===== src/rtl/cam_pkg.sv =====
// rtl/cam_pkg.sv - shared types and constants for the camera capture FIFO
package cam_pkg;

  typedef enum logic [1:0] {
    IDLE,
    WAIT_VS,
    CAPTURE,
    DONE
  } cap_state_t;

  localparam int DEF_SYNC_STAGES = 2;
  localparam int LINE_CNT_W      = 10;

endpackage


===== src/rtl/sync_fifo.sv =====
// rtl/sync_fifo.sv - single-clock show-ahead byte FIFO with wrap-bit full/empty
module sync_fifo #(
  parameter int DEPTH = 64
) (
  input  logic       clk,
  input  logic       rst,
  input  logic       push,
  input  logic       pop,
  input  logic [7:0] din,
  output logic [7:0] dout,
  output logic       empty,
  output logic       full
);

  localparam int AW = $clog2(DEPTH);

  logic [7:0]  mem [DEPTH];
  logic [AW:0] wr_ptr;
  logic [AW:0] rd_ptr;
  logic        do_pop;
  logic        do_push;

  assign empty   = (wr_ptr == rd_ptr);
  assign full    = (wr_ptr[AW] != rd_ptr[AW]) && (wr_ptr[AW-1:0] == rd_ptr[AW-1:0]);
  assign do_pop  = pop && !empty;
  // A pop in the same cycle frees the slot, so a push into a full FIFO still lands.
  assign do_push = push && (!full || do_pop);
  assign dout    = empty ? 8'h00 : mem[rd_ptr[AW-1:0]];

  always_ff @(posedge clk or posedge rst) begin
    if (rst) begin
      wr_ptr <= '0;
      rd_ptr <= '0;
    end else begin
      if (do_push) wr_ptr <= wr_ptr + (AW+1)'(1);
      if (do_pop)  rd_ptr <= rd_ptr + (AW+1)'(1);
    end
  end

  always_ff @(posedge clk) begin
    if (do_push) mem[wr_ptr[AW-1:0]] <= din;
  end

endmodule


===== src/rtl/cam_capture_fifo.sv =====
// rtl/cam_capture_fifo.sv - captures one armed camera frame into a FIFO read by the Pico
// Define CAM_LINE_DECIM_EN to store only even lines of the frame.
module cam_capture_fifo
  import cam_pkg::*;
#(
  parameter int DEPTH       = 64,
  parameter int SYNC_STAGES = DEF_SYNC_STAGES
) (
  input  logic                  clk,
  input  logic                  rst,
  input  logic                  cam_pclk,
  input  logic                  cam_vsync,
  input  logic                  cam_href,
  input  logic [7:0]            cam_data,
  input  logic                  arm,
  input  logic                  cs_n,
  input  logic                  rd,
  output logic [7:0]            data_out,
  output logic                  empty,
  output logic                  full,
  output logic                  overflow,
  output logic                  busy,
  output logic                  frame_done,
  output logic [LINE_CNT_W-1:0] line_cnt
);

  localparam int SW = 13;

  // Data rides in the same pipeline as pclk so the sampled byte stays aligned with its edge.
  logic [SW-1:0] sync_q [SYNC_STAGES];
  logic [7:0]    data_s;
  logic          pclk_s, vsync_s, href_s, cs_n_s, rd_s;
  logic          pclk_prev, vsync_prev, href_prev, rd_prev;
  logic          pclk_rise, vsync_fall, vsync_rise, href_fall, rd_rise;
  logic          keep_line, push, pop;
  cap_state_t    state;

  assign {data_s, pclk_s, vsync_s, href_s, cs_n_s, rd_s} = sync_q[SYNC_STAGES-1];

  always_ff @(posedge clk or posedge rst) begin
    if (rst) begin
      for (int i = 0; i < SYNC_STAGES; i++) sync_q[i] <= '0;
      pclk_prev  <= 1'b0;
      vsync_prev <= 1'b0;
      href_prev  <= 1'b0;
      rd_prev    <= 1'b0;
    end else begin
      sync_q[0] <= {cam_data, cam_pclk, cam_vsync, cam_href, cs_n, rd};
      for (int i = 1; i < SYNC_STAGES; i++) sync_q[i] <= sync_q[i-1];
      pclk_prev  <= pclk_s;
      vsync_prev <= vsync_s;
      href_prev  <= href_s;
      rd_prev    <= rd_s;
    end
  end

  assign pclk_rise  = pclk_s & ~pclk_prev;
  assign vsync_fall = ~vsync_s & vsync_prev;
  assign vsync_rise = vsync_s & ~vsync_prev;
  assign href_fall  = ~href_s & href_prev;
  assign rd_rise    = rd_s & ~rd_prev;

`ifdef CAM_LINE_DECIM_EN
  assign keep_line = ~line_cnt[0];
`else
  assign keep_line = 1'b1;
`endif

  assign push = (state == CAPTURE) && pclk_rise && href_s && keep_line;
  assign pop  = rd_rise && !cs_n_s;

  sync_fifo #(.DEPTH(DEPTH)) u_fifo (
    .clk   (clk),
    .rst   (rst),
    .push  (push),
    .pop   (pop),
    .din   (data_s),
    .dout  (data_out),
    .empty (empty),
    .full  (full)
  );

  always_ff @(posedge clk or posedge rst) begin
    if (rst) begin
      state      <= IDLE;
      busy       <= 1'b0;
      frame_done <= 1'b0;
      overflow   <= 1'b0;
      line_cnt   <= '0;
    end else begin
      frame_done <= 1'b0;
      case (state)
        IDLE: begin
          if (arm) begin
            state    <= WAIT_VS;
            busy     <= 1'b1;
            overflow <= 1'b0;
            line_cnt <= '0;
          end
        end
        WAIT_VS: begin
          if (vsync_fall) state <= CAPTURE;
        end
        CAPTURE: begin
          if (push && full && !pop) overflow <= 1'b1;
          if (href_fall && line_cnt != '1) line_cnt <= line_cnt + LINE_CNT_W'(1);
          if (vsync_rise) begin
            state      <= DONE;
            frame_done <= 1'b1;
          end
        end
        DONE: begin
          state <= IDLE;
          busy  <= 1'b0;
        end
        default: state <= IDLE;
      endcase
    end
  end

endmodule


===== config.mk =====
export PLATFORM = sky130hd
export DESIGN_NAME = cam_capture_fifo
export DESIGN_NICKNAME = d
export VERILOG_FILES = /design/src/rtl/cam_pkg.sv /design/src/rtl/sync_fifo.sv /design/src/rtl/cam_capture_fifo.sv
export SDC_FILE = /design/constraint.sdc
export NUM_CORES = 1
export LEC_CHECK = 0
export ABC_CLOCK_PERIOD_IN_PS = 3090
export BUFFER_PORTS_ARGS = -buffer_cell sky130_fd_sc_hd__buf_2
export CAP_MARGIN = 20
export CORE_UTILIZATION = 35
export DETAILED_ROUTE_END_ITERATION = 7
export SKIP_LAST_GASP = 1
export SLEW_MARGIN = 40
export SYNTH_ARGS = -nofsm -noshare
export SYNTH_HDL_FRONTEND = slang
export SYNTH_SLANG_ARGS = --single-unit

===== constraint.sdc =====
create_clock -name clk -period 3.09 [get_ports clk]
set_input_delay 0.1545 -clock clk [delete_from_list [all_inputs] [get_ports clk]]
set_output_delay 0.1545 -clock clk [all_outputs]
set_load 0.01 [all_outputs]

After elaboration in Yosys (flattened, before gate mapping)

Memory sizes are Yosys's and may differ from the RTL's.
Cells that the tools add are included.
W data, S select, Z words.

$add $sub $neg: 3
Multiply operators: 0
Div/mod/pow operators: 0
Order comparisons: 0
Equal/unequal tests: 12
Shifts and indexed selects: 0
Multiplexer cells: 17
Bitwise logic cells: 10
Reduce and logical (&&, ||, !) cells: 21

Operator list:

| operator                | count |
|---|---|
| $mux W10                | 2 |
| $pmux W10 S2            | 1 |
| $add A7 B1 Y7 const B   | 2 |
| $add A10 B1 Y10 const B | 1 |
| $ne A10 B10 Y1 const B  | 1 |
| $logic_and A1 B1 Y1     | 9 |
| $reduce_and A3 Y1       | 3 |
| $mux W8                 | 1 |
| $pmux W2 S4             | 1 |
| $eq A7 B7 Y1            | 1 |
| $mux W1                 | 7 |
| $eq A6 B6 Y1            | 1 |
| $mux W2                 | 3 |
| $ne A2 B2 Y1 const B    | 3 |
| $and A1 B1 Y1           | 5 |
| $not A1 Y1              | 5 |
| $eq A2 B2 Y1 const B    | 2 |
| $logic_not A1 Y1        | 4 |
| $ne A2 B1 Y1 const B    | 2 |
| $pmux W1 S2             | 2 |
| $reduce_bool A2 Y1      | 2 |
| $eq A2 B1 Y1 const B    | 1 |
| $logic_not A2 Y1        | 1 |
| $reduce_and A2 Y1       | 1 |
| 2 further kinds         | 2 |

Flip-flop bits (word level): 59
Bits in latches: 0
Bits in writable memories: 512
Memory bits (read-only): 0
Bits of input ports: 16
Output and inout port bits: 23
Word-level logic and storage cells: 77
Memories: 1

Memory list:

| name       | words | bits a word | rd ports | clocked after Yosys merged registers in | wr ports | RTL line        | source |
|---|---|---|---|---|---|---|---|
| u_fifo.mem | 64    | 8           | 1        | 0                                       | 1        | sync_fifo.sv:17 | `logic [7:0] mem [DEPTH];` |

Longest topological paths before layout

Gate-level depths: netlist (run 1).

Depth after elaboration: 8
Gate-level depth with buffers: 11
Gate-level depth less buffers: 8

Hierarchy

A second synthesis (run 1) with hierarchy kept.

Cells, all modules: 1,133
Area, all modules: 22,524.1 µm²

By module, submodules not included:

| module           | instances | cells an instance | area each (µm²) | seq. area each (µm²) |
|---|---|---|---|---|
| sync_fifo        | 1         | 1,008             | 20,845.0        | 15,725.1 |
| cam_capture_fifo | 1         | 125               | 1,679.1         | 1,126.1 |

Worst setup path before layout (run 1)

No wires, ideal clock.

Kind: reg-to-reg
From: register state[0]
To: memory u_fifo.mem[60][0] (enable)
Setup time: 0.371 ns
Arrival: 2.156 ns
Required time: 2.719 ns
Setup slack: 0.564 ns
Cell stages (with the launch flop): 10
Path buffers: 2
Period minus slack after synthesis: 2.526 ns
Cells stage by stage: dfrtp_1 -> inv_1 -> ha_1 -> nand4b_1 -> a31oi_1 -> buf_2 -> nand2_1 -> or3_1 -> clkbuf_1 -> nor2_1

Longest elaborated chain between the ends: 6

Ends and longest elaborated chain:

| element                           | RTL line                | source |
|---|---|---|
| start, declared                   | cam_capture_fifo.sv:36  | `cap_state_t state;` |
| start signal, assigned            | cam_capture_fifo.sv:85  | `state <= IDLE;` |
| start signal, assigned            | cam_capture_fifo.sv:95  | `state <= WAIT_VS;` |
| start signal, assigned            | cam_capture_fifo.sv:102 | `if (vsync_fall) state <= CAPTURE;` |
| $eq A2 B2 Y1                      | cam_capture_fifo.sv:69  | `assign push = (state == CAPTURE) && pclk_rise && href_s && keep_line;` |
| $logic_and A1 B1 Y1 (2 in series) | cam_capture_fifo.sv:69  |  |
| $logic_and A1 B1 Y1               | sync_fifo.sv:27         | `assign do_push = push && (!full \|\| do_pop);` |
| $mux W1                           | sync_fifo.sv:41         | `if (do_push) mem[wr_ptr[AW-1:0]] <= din;` |
| $mux W1 (implied by the code)     | sync_fifo.sv:41         |  |
| end, declared                     | sync_fifo.sv:17         |  |

No other way between the ends.

Worst setup path after layout (run 1)

From: register u_fifo.rd_ptr[0]
To: output data_out[5]

Longest elaborated chain between the ends: 2
Elaborated cells on any way between the ends: 3
Classes of those cells: eq/ne (1); mux (1); memory (1)

Ends and longest elaborated chain:

| element                                        | RTL line               | source |
|---|---|---|
| start, declared                                | sync_fifo.sv:19        | `logic [AW:0] rd_ptr;` |
| start signal, assigned                         | sync_fifo.sv:36        | `if (do_pop) rd_ptr <= rd_ptr + (AW+1)'(1);` |
| $mem_v2 Z64 W8 or $eq A7 B7 Y1 (tied branches) | --                     |  |
| $mux W8 (*)                                    | sync_fifo.sv:28        | `assign dout = empty ? 8'h00 : mem[rd_ptr[AW-1:0]];` |
| end, declared                                  | cam_capture_fifo.sv:18 | `output logic [7:0] data_out,` |

Mark *: on every way between the ends. The rest lies on a longest branch, timed or not.

==> flow_summary.ini, run 1 <==
[die]
die_w_um = 255
die_area_mm2 = 0.0651
die_h_um = 255
start_util = 0.355
pin_count = 39
core_mm2 = 0.0632
core.rowCount = 92

[routing]
drtAntennaViolNets = 0
vias = 11300
wl_per_cell_um = 24.3
viasPerCell = 5.16
drt_iter0_drc = 919
finalWirelength_mm = 53.4
firstDrtPassIters = 5
drc_errors = 0

[synthesis]
syn_inst = 1119
synth.area.top_cells = edfxtp_1 (69%), mux4_2 (12%), dfrtp_1 (6.6%)
synth.largest_area_cell = edfxtp_1
synth_edf_count = 512
yosysSeqAreaShare = 0.751
netlist.area_leader.share = 0.685
synth_area_mm2 = 0.0224
synth-seq-cells = 571
synth_top_flop_cell = edfxtp_1
synth_async_sr_flop_share = 0.103
ys_warn_count = 0
synth_nets = 1143
syn_area_per_cell_um2 = 20.0
synth.distinct_cells = 53

[timing]
hold_slack_ns = 0.150
rsz0062_at_grt = true
worst_slack_ns = -0.0944
worst_slew_pin_slew_ns = 0.832
setup_viol_count_final = 7
drv_slew = 0
fmax_mhz = 314
fin_crit_ns = 3.18
clock_skew_ns = 0.0282
maxSlewHeadroom = 0.443
hold_violations = 0
fin_crit_sh = 1.03

[global_route]
grt_pass1_wl_mm = 77.6
grt_usage = 0.164
grt_max_degree = 48
grt_pass1_vias = 11600
antenna_found_initial = 1
grt.overflow.total = 0

[finish]
layout.nets = 1326
final_area_mm2 = 0.0272
drive_gt1_frac = 0.347
final_util = 0.430
syn_to_final_growth_pct = 21.1

[cts]
cts.sinks = 571
path_clk_slew_ns = 0.06
cts_tree = yes
cts-root-buf = clkbuf_16
cts_made_buffers = 58
clk_latency_ns = 0.63
cts_buffer_depth = 3
htreeDepth = 2

[critical_path]
cp-end-kind = output pin
critPathKind = flop to output pin
critPathArrivalTime_ns = 3.03
required_ns = 2.94
worstSetupStartpointType = flop
critPathMaxFanout = 8

[hold_path]
hold_path.class = input port to async pin

[outcome]
outcome = finished, violations left
violations = setup timing

[placed_design]
numPortBuffers = 38
hpwlAfterDp_mm = 31.4
routabilityCongestion = 0.787
placed_cell_area_mm2 = 0.0240
dp_slack_ns = 0.142

[run]
drv_cap = 0

[pwr]
power_density_mw_per_mm2 = 817
p_leak_uw = 0.00892
peakVddDrop_mv = 0.532
## critical path, cell delays in order (launching register included)
cell and delay [ns]:
dfrtp_4 0.55, buf_12 0.20, buf_12 0.14, mux4_2 0.52, mux4_2 0.60, nand3_2 0.15, nand3_4 0.10, buf_6 0.14
## cells in the final DEF, fill, tap and decap left out, drive strengths merged, types with 3 or more instances in the layout
cell / Yosys / layout
nand3b: 5 / 5
a22oi: 12 / 12
clkinv: 1 / 20
bufinv: 0 / 3
or3b: 5 / 5
mux4: 126 / 126
xnor2: 15 / 15
o31ai: 7 / 7
nor2: 90 / 90
buf: 47 / 160
nand2: 29 / 29
a211oi: 4 / 4
nand4: 4 / 4
or3: 5 / 5
dlygate4sd3: 0 / 15
nand2b: 4 / 4
edfxtp: 512 / 512
inv: 9 / 11
dfrtp: 59 / 59
nor2b: 13 / 13
o221ai: 4 / 4
ha: 8 / 8
nand3: 19 / 19
mux2: 4 / 4
xor2: 11 / 11
bufbuf: 0 / 3
nand4b: 4 / 4
a21oi: 13 / 13
o21ai: 9 / 9
nor3: 11 / 11
o22ai: 5 / 5
clkinvlp: 0 / 6
nor4: 3 / 3
mux2i: 48 / 48
clkbuf: 15 / 83
## report_power, final
| group | internal [µW] | switching, µW |
|---|---|---|
| sequential | 8530 | 224 |
| clock | 3820 | 2940 |
| combinational | 3460 | 3220 |
| total | 15800 | 6380 |
## metrics by stage
step,setup TNS [ns],instances,power [µW]
floorplan,0,1119,12400
global placement,0,2018,13700
detailed placement,0,2018,13800
CTS,-0.559,2161,21500
global route,-0.773,2194,23000
finish,-0.428,2195,22200
## cell type report
| cell class | instances | area [µm²] |
|---|---|---|
| Clock buffer | 76 | 1560 |
| Inverter | 10 | 43.8 |
| Antenna cell | 1 | 2.50 |
| Multi-Input combinational cell | 476 | 5480 |
| Fill cell | 5450 | 36000 |
| Clock inverter | 30 | 280 |
| Tap cell | 846 | 1060 |
| Timing Repair Buffer | 185 | 1870 |
| Sequential cell | 571 | 16900 |
## timing repair
item / CTS / global route
setup endpoints to repair: 8 / 16
gates cloned: 7 / 6
resized for setup: 47 / 52
hold buffers: 15 / 0
hold endpoints to repair: 52 / 0
buffers inserted: 15 / 27
pin swaps: 5 / 11
## sequential cells by signal (all words and copies together), names as in the netlist
name           cells
overflow           1
data_s             8
state              2
frame_done         1
rd_prev            1
pclk_prev          1
busy               1
pclk_s             1
line_cnt          10
u_fifo.rd_ptr      7
href_prev          1
href_s             1
vsync_prev         1
rd_s               1
cs_n_s             1
u_fifo.mem       512
sync_q            14
u_fifo.wr_ptr      7
## final timing paths
kind	startpoint	to	slack [ns]	depth (start not counted)
setup / recovery	u_fifo.rd_ptr[0]$_DFFE_PP0P_	data_out[5]	-0.09	7
min in group clk	cam_data[7]	sync_q[25]$_DFF_PP0_	0.18	2
hold / removal	rst	line_cnt[7]$_DFFE_PP0P_	0.15	3
setup reg to reg	state[0]$_DFFE_PP0P_	u_fifo.mem[15][6]$_DFFE_PP_	0.19	8
max in group asynchronous	rst	u_fifo.rd_ptr[1]$_DFFE_PP0P_	2.17	4
hold reg to reg	sync_q[21]$_DFF_PP0_	data_s[3]$_DFF_PP0_	0.35	0
## cells by family after synthesis
group,count (synthesis),share of synthesized area
buf+inv,72,0.0206
xor+xnor,26,0.0102
mux,178,0.151
simple gates,201,0.0430
compound gates,63,0.0191
fa+ha+maj,8,0.00446
flops,571,0.751
## per-layer routing
layer | wire length, µm | track usage | vias up
li1 | - | - | 4901
met2 | 25700 | 0.259 | 339
met1 | 23200 | 0.225 | 6008
met5 | 0 | 0 | -
met4 | 1420 | 0.0580 | 0
met3 | 3090 | 0.0348 | 79
## cell usage after synthesis, types with 4 or more instances
cell type / number
nand2_1: 29
o31ai_1: 7
o22ai_1: 5
clkbuf_1: 12
nand3_1: 19
ha_1: 8
mux2i_1: 48
buf_12: 4
or3_1: 5
a22oi_1: 12
xor2_1: 11
xnor2_1: 15
nand2b_1: 4
o21ai_0: 9
nor2b_1: 13
nand4b_1: 4
buf_1: 6
edfxtp_1: 512
a211oi_1: 4
nand3b_1: 5
or3b_2: 4
buf_2: 23
mux2_2: 4
mux4_1: 9
inv_1: 9
buf_6: 4
dfrtp_1: 59
nor3_1: 11
buf_4: 10
nor2_1: 90
mux4_2: 117
a21oi_1: 13
Power figures use the tool's default switching activity.
==> inputs of run 2 (changes only) <==
REMOVE_ABC_BUFFERS = 1   (was unset)
SETUP_SLACK_MARGIN = 0.4   (was unset)
==> run 2 against run 1 <==
  * The flow still finishes with violations (setup timing)
  * Clock power up 4.0%
  * First-iteration DRC count decreased by 2.8%
  * Clock skew rose by 0.0084 ns
  * Core utilization about the same
  * Power barely moved
  * Final cell count rose by 0.64%
  * Worst setup slack gained 0.025 ns
  * Non-clock buffer count increased by 14
  * Fmax increased by 0.79%
  * Sequential power about the same
  * Worst hold slack gained 0.035 ns
  * Largest power group unchanged
  * Highest routed layer is now met5
==> flow_summary.ini, run 2 (same netlist as run 1, synthesis figures left out) <==
[critical_path]
cp_num_buf_inv = 4
cpPeakStageDelay_ns = 0.55
worst-path-stages = 8
worstSetupStartpointType = flop
critPathMaxFanout = 7
cp-end-kind = output pin
crit_family = multiplexers
critPathArrivalTime_ns = 3.00
crit_path_top_delay_cell = mux4_2
crit_top_cell = mux4_2
ff2ff_path_depth = 9
required_ns = 2.94
critPathKind = flop to output pin
path_cells = buf_6 -> buf_16 -> buf_12 -> mux4_2 -> mux4_2 -> nor2b_2 -> o31ai_2 -> buf_2

[timing]
clock_skew_ns = 0.0365
rsz0062_at_grt = true
fin_crit_ns = 3.16
fmax_mhz = 317
fin_crit_sh = 1.02
worst_slew_pin_slew_ns = 0.722
worst_slack_ns = -0.0693
hold_violations = 0
maxSlewHeadroom = 0.517
drv_slew = 0
setup_viol_count_final = 7

[finish]
nFillCells = 5442
drive_gt1_frac = 0.333
layout.nets = 1339
final_common_cell = edfxtp_1
final_cell_mix = edfxtp_1 (512), mux4_2 (121), buf_4 (115)
final_cells = 2209
diodes = 0
largest_register_ffs = 512
final_util = 0.430
syn_to_final_growth_pct = 21.2

[pwr]
power_density_mw_per_mm2 = 816
p_leak_uw = 0.00906
total_power_uw = 22200
peakVddDrop_mv = 0.482

[die]
die_area_mm2 = 0.0651
start_util = 0.355
die_h_um = 255
core_mm2 = 0.0632
die_w_um = 255
pin_count = 39
core.rowCount = 92

[cts]
cts-root-buf = clkbuf_16
cts_buffer_depth = 3
cts_tree = yes
cts.sinks = 571
clk_latency_ns = 0.62
path_clk_slew_ns = 0.06
htreeDepth = 2
cts_made_buffers = 57

[routing]
drc_errors = 0
vias = 11400
finalWirelength_mm = 52.4
firstDrtPassIters = 5
wl_per_cell_um = 23.7
viasPerCell = 5.16
drtAntennaViolNets = 0
drt_iter0_drc = 893

[global_route]
use_met2 = 0.259
grt.overflow.total = 0
top_usage_layer = met2
use_met1 = 0.227
grt_pass1_wl_mm = 78.1
grt_pass1_vias = 11800
grt_usage = 0.165
use_met3 = 0.0341
grt_max_degree = 65
antenna_found_initial = 2

[placed_design]
placed_cells = 2047
routabilityCongestion = 0.805
numPortBuffers = 38
hpwlAfterDp_mm = 31.1

[hold_path]
hold_path.class = input port to async pin

[outcome]
outcome = finished, violations left
violations = setup timing

[run]
drv_cap = 0
[run 2: cell type report]
type	count	area [µm²]	share of cell area
Multi-Input combinational cell	476	5380	0.198
Timing Repair Buffer	199	1930	0.0709
Tap cell	846	1060	0.0389
Clock inverter	31	323	0.0119
Sequential cell	571	16900	0.621
Inverter	10	38.8	0.00143
Clock buffer	76	1580	0.0582
[run 2: layer usage]
layer | part of all wire | up-vias | wire, µm
met5 | 0.00042 | - | 22
met4 | 0.031 | 4 | 1610
met3 | 0.055 | 106 | 2890
met2 | 0.48 | 343 | 25200
met1 | 0.43 | 6043 | 22700
li1 | - | 4907 | -
[run 2: timing repair]
| action | CTS | global route |
|---|---|---|
| hold buffers | 15 | 0 |
| gates resized for setup | 72 | 10 |
| buffers inserted | 24 | 5 |
| cloned | 9 | 1 |
| hold endpoints to repair | 45 | 0 |
| pin swaps | 8 | 3 |
| setup endpoints to repair | 69 | 265 |
[run 2: final timing paths]
kind | start | to | slack, ns
min in group clk | cam_data[5] | sync_q[23]$_DFF_PP0_ | 0.19
worst min-delay path | rst | sync_q[23]$_DFF_PP0_ | 0.19
worst min register to register | sync_q[16]$_DFF_PP0_ | sync_q[3]$_DFF_PP0_ | 0.35
max in group asynchronous | rst | data_s[0]$_DFF_PP0_ | 2.04
worst max register to register | state[0]$_DFFE_PP0P_ | u_fifo.mem[60][3]$_DFFE_PP_ | 0.55
worst max-delay path | u_fifo.rd_ptr[0]$_DFFE_PP0P_ | data_out[4] | -0.07
[run 2: where the power goes]
part | switching [µW] | leakage (µW) | total (µW) | internal, µW
Clock | 2860 | 0.000932 | 7030 | 4160
Combinational | 3170 | 0.00280 | 6440 | 3270
Sequential | 200 | 0.00533 | 8730 | 8530
[run 2: stage by stage]
step | hold slack [ns] | cell area [µm²] | setup TNS, ns | setup slack (ns)
floorplan | 0.186 | 22000 | -2004.39 | -3.95
global placement | 0.263 | 24200 | 0 | 0.303
detailed placement | 0.264 | 24200 | 0 | 0.307
CTS | 0.152 | 27100 | -0.590 | -0.0893
global route | 0.164 | 27200 | -1.06 | -0.162
finish | 0.185 | 27200 | -0.350 | -0.0693
[run 2: worst register-to-register path: cells and delay by family (launching register included)]
kind	cells	cell delay, ns
and+or+nand+nor	4	0.85
buffers and inverters	3	0.54
DFF	1	0.42
AOI/OAI and AO/OA	1	0.26
adders and majority gates	1	0.19
==> inputs of run 3 (changes only) <==
CORE_UTILIZATION = 50   (was 35)
CTS_CLUSTER_SIZE = 20   (was unset)
GPL_ROUTABILITY_DRIVEN = 0   (was unset)
PLACE_DENSITY = 0.66   (was unset)
==> run 3 against run 2 <==
  * The flow still finishes with violations (setup timing)
  * First-iteration DRC count up 24%
  * Sequential share of layout area rose by 1.4 points
  * Core utilization is 17 points higher
  * Power is 2.9% lower
  * Sequential power about the same
  * Clock-buffer cell count up 6
  * Clock skew shrank 0.023 ns
  * Register-to-register slack lost 0.07 ns
  * Critical path type unchanged
  * Critical endpoint is now data_out[5]
  * Highest routed layer is now met4
==> flow_summary.ini, run 3 (same netlist as run 1, synthesis figures left out) <==
[outcome]
outcome = finished, violations left
violations = setup timing

[global_route]
antenna_found_initial = 0
grt.overflow.total = 0
grt_max_degree = 50
grt_pass1_vias = 11600
grt_pass1_wl_mm = 74.3
grt_usage = 0.230

[run]
drv_cap = 0

[hold_path]
hold_path.class = input port to async pin

[timing]
worst_slew_pin_slew_ns = 0.762
fmax_mhz = 320
clock_skew_ns = 0.0136
hold_violations = 0
rsz0062_at_grt = true
setup_viol_count_final = 4
fin_crit_sh = 1.01
worst_slack_ns = -0.0316
drv_slew = 0
fin_setup_tns_ns = -0.0638
maxSlewHeadroom = 0.492
fin_crit_ns = 3.12

[pwr]
power.share.clock = 0.305
total_power_uw = 21500
internal_power_uw = 15500
net-switching-power_uw = 6090
seqPwrFrac = 0.406
power_frac_comb = 0.289
p_leak_uw = 0.00881
peakVddDrop_mv = 0.583
power_density_mw_per_mm2 = 810
swShare = 0.283

[routing]
viasPerCell = 5.83
drt_iter0_drc = 1107
drc_errors = 0
firstDrtPassIters = 5
vias = 11200
finalWirelength_mm = 50.5
wl_per_cell_um = 26.2
drtAntennaViolNets = 0

[critical_path]
ff2ff_path_depth = 8
required_ns = 2.94
critPathMaxFanout = 6
worstSetupStartpointType = flop
reg2reg_from = u_fifo.rd_ptr[0]$_DFFE_PP0P_
rr_endpoint = u_fifo.mem[1][4]$_DFFE_PP_
critPathKind = flop to output pin
rrSetupSlack_ns = 0.48
critPathLaunch = u_fifo.rd_ptr[0]$_DFFE_PP0P_
critPathArrivalTime_ns = 2.97
cp-end-kind = output pin

[placed_design]
numPortBuffers = 38
hpwlAfterDp_mm = 29.7

[finish]
final_common_cell = edfxtp_1
syn_to_final_growth_pct = 18.5
final_cell_mix = edfxtp_1 (512), mux4_2 (122), buf_4 (88)
diodes = 0
largest_register_ffs = 512
nFillCells = 3100
layout.nets = 1311
drive_gt1_frac = 0.343

[die]
core.rowCount = 77
die_h_um = 214
pin_count = 39
die_area_mm2 = 0.0457
core_mm2 = 0.0442
start_util = 0.507
die_w_um = 214

[cts]
cts.sinks = 571
htreeDepth = 2
cts_buffer_depth = 3
clk_latency_ns = 0.61
cts_tree = yes
path_clk_slew_ns = 0.06
cts-root-buf = clkbuf_16
cts_made_buffers = 56
## run 3: changes by cell type in the layout (fill, tap and decap cells not counted), sizes merged
cell,delta
clkinv,-2
inv,+1
buf,-25
clkinvlp,-1
bufinv,-5
clkbuf,+7
bufbuf,-3
## run 3: worst max path at each step
| stage | slack (ns) | endpoint | cells after the start |
|---|---|---|---|
| 2_1_floorplan | -3.95 | u_fifo.mem[58][0]$_DFFE_PP_ | 6 |
| 3_3_place_gp | 0.25 | data_out[6] | 9 |
| 3_5_place_dp | 0.24 | u_fifo.mem[49][4]$_DFFE_PP_ | 9 |
| 4_1_cts | -0.02 | data_out[3] | 8 |
| 5_1_grt | -0.07 | data_out[4] | 8 |
| 6_report | -0.03 | data_out[5] | 7 |
## run 3: critical path, stage by stage (launching register included)
cell	delay (ns)
dfrtp_4	0.51
buf_6	0.14
buf_16	0.14
mux4_2	0.55
mux4_2	0.53
o221ai_4	0.23
nand3_2	0.12
buf_6	0.13
## run 3: layout make-up
cell class,instances,area [µm²],share of cell area
Tap cell,592,741,0.0279
Inverter,10,41.3,0.00155
Timing Repair Buffer,172,1670,0.0629
Clock inverter,24,165,0.00621
Sequential cell,571,16900,0.635
Clock buffer,82,1610,0.0606
Multi-Input combinational cell,476,5480,0.206
## run 3: layer usage
layer,share of wire,global-route usage,up-vias,wire length [µm]
met4,0.035,0.0958,0,1760
met3,0.060,0.0441,91,3020
met1,0.43,0.319,5900,21600
li1,-,-,4864,-
met2,0.48,0.361,375,24200
met5,0,0,-,0
## run 3: power groups by stage
stage | combinational, µW | clock (µW) | sequential (µW)
after floorplan | 2580 | 0 | 9340
after global placement | 4890 | 0 | 8850
after detailed placement | 4900 | 0 | 8860
after CTS | 5790 | 6660 | 8730
after global routing | 6570 | 6950 | 8760
final | 6220 | 6580 | 8750
## run 3: stage by stage
stage	hold slack [ns]	setup WS, ns	std cells	cell area, µm²	util
global placement	0.262	0.249	1777	23700	0.536
CTS	0.159	-0.0175	1913	26300	0.594
detailed placement	0.264	0.237	1777	23700	0.537
global route	0.180	-0.0686	1927	26600	0.601
floorplan	0.186	-3.95	1057	22000	-
finish	0.178	-0.0316	1927	26600	0.601
## run 3: what timing repair did
item,in CTS,in global routing
gates resized for setup,90,40
hold endpoints to repair,49,0
pin swaps,8,10
endpoints found under the setup margin,495,459
hold buffers,15,0
cloned,7,3
buffers inserted,8,10
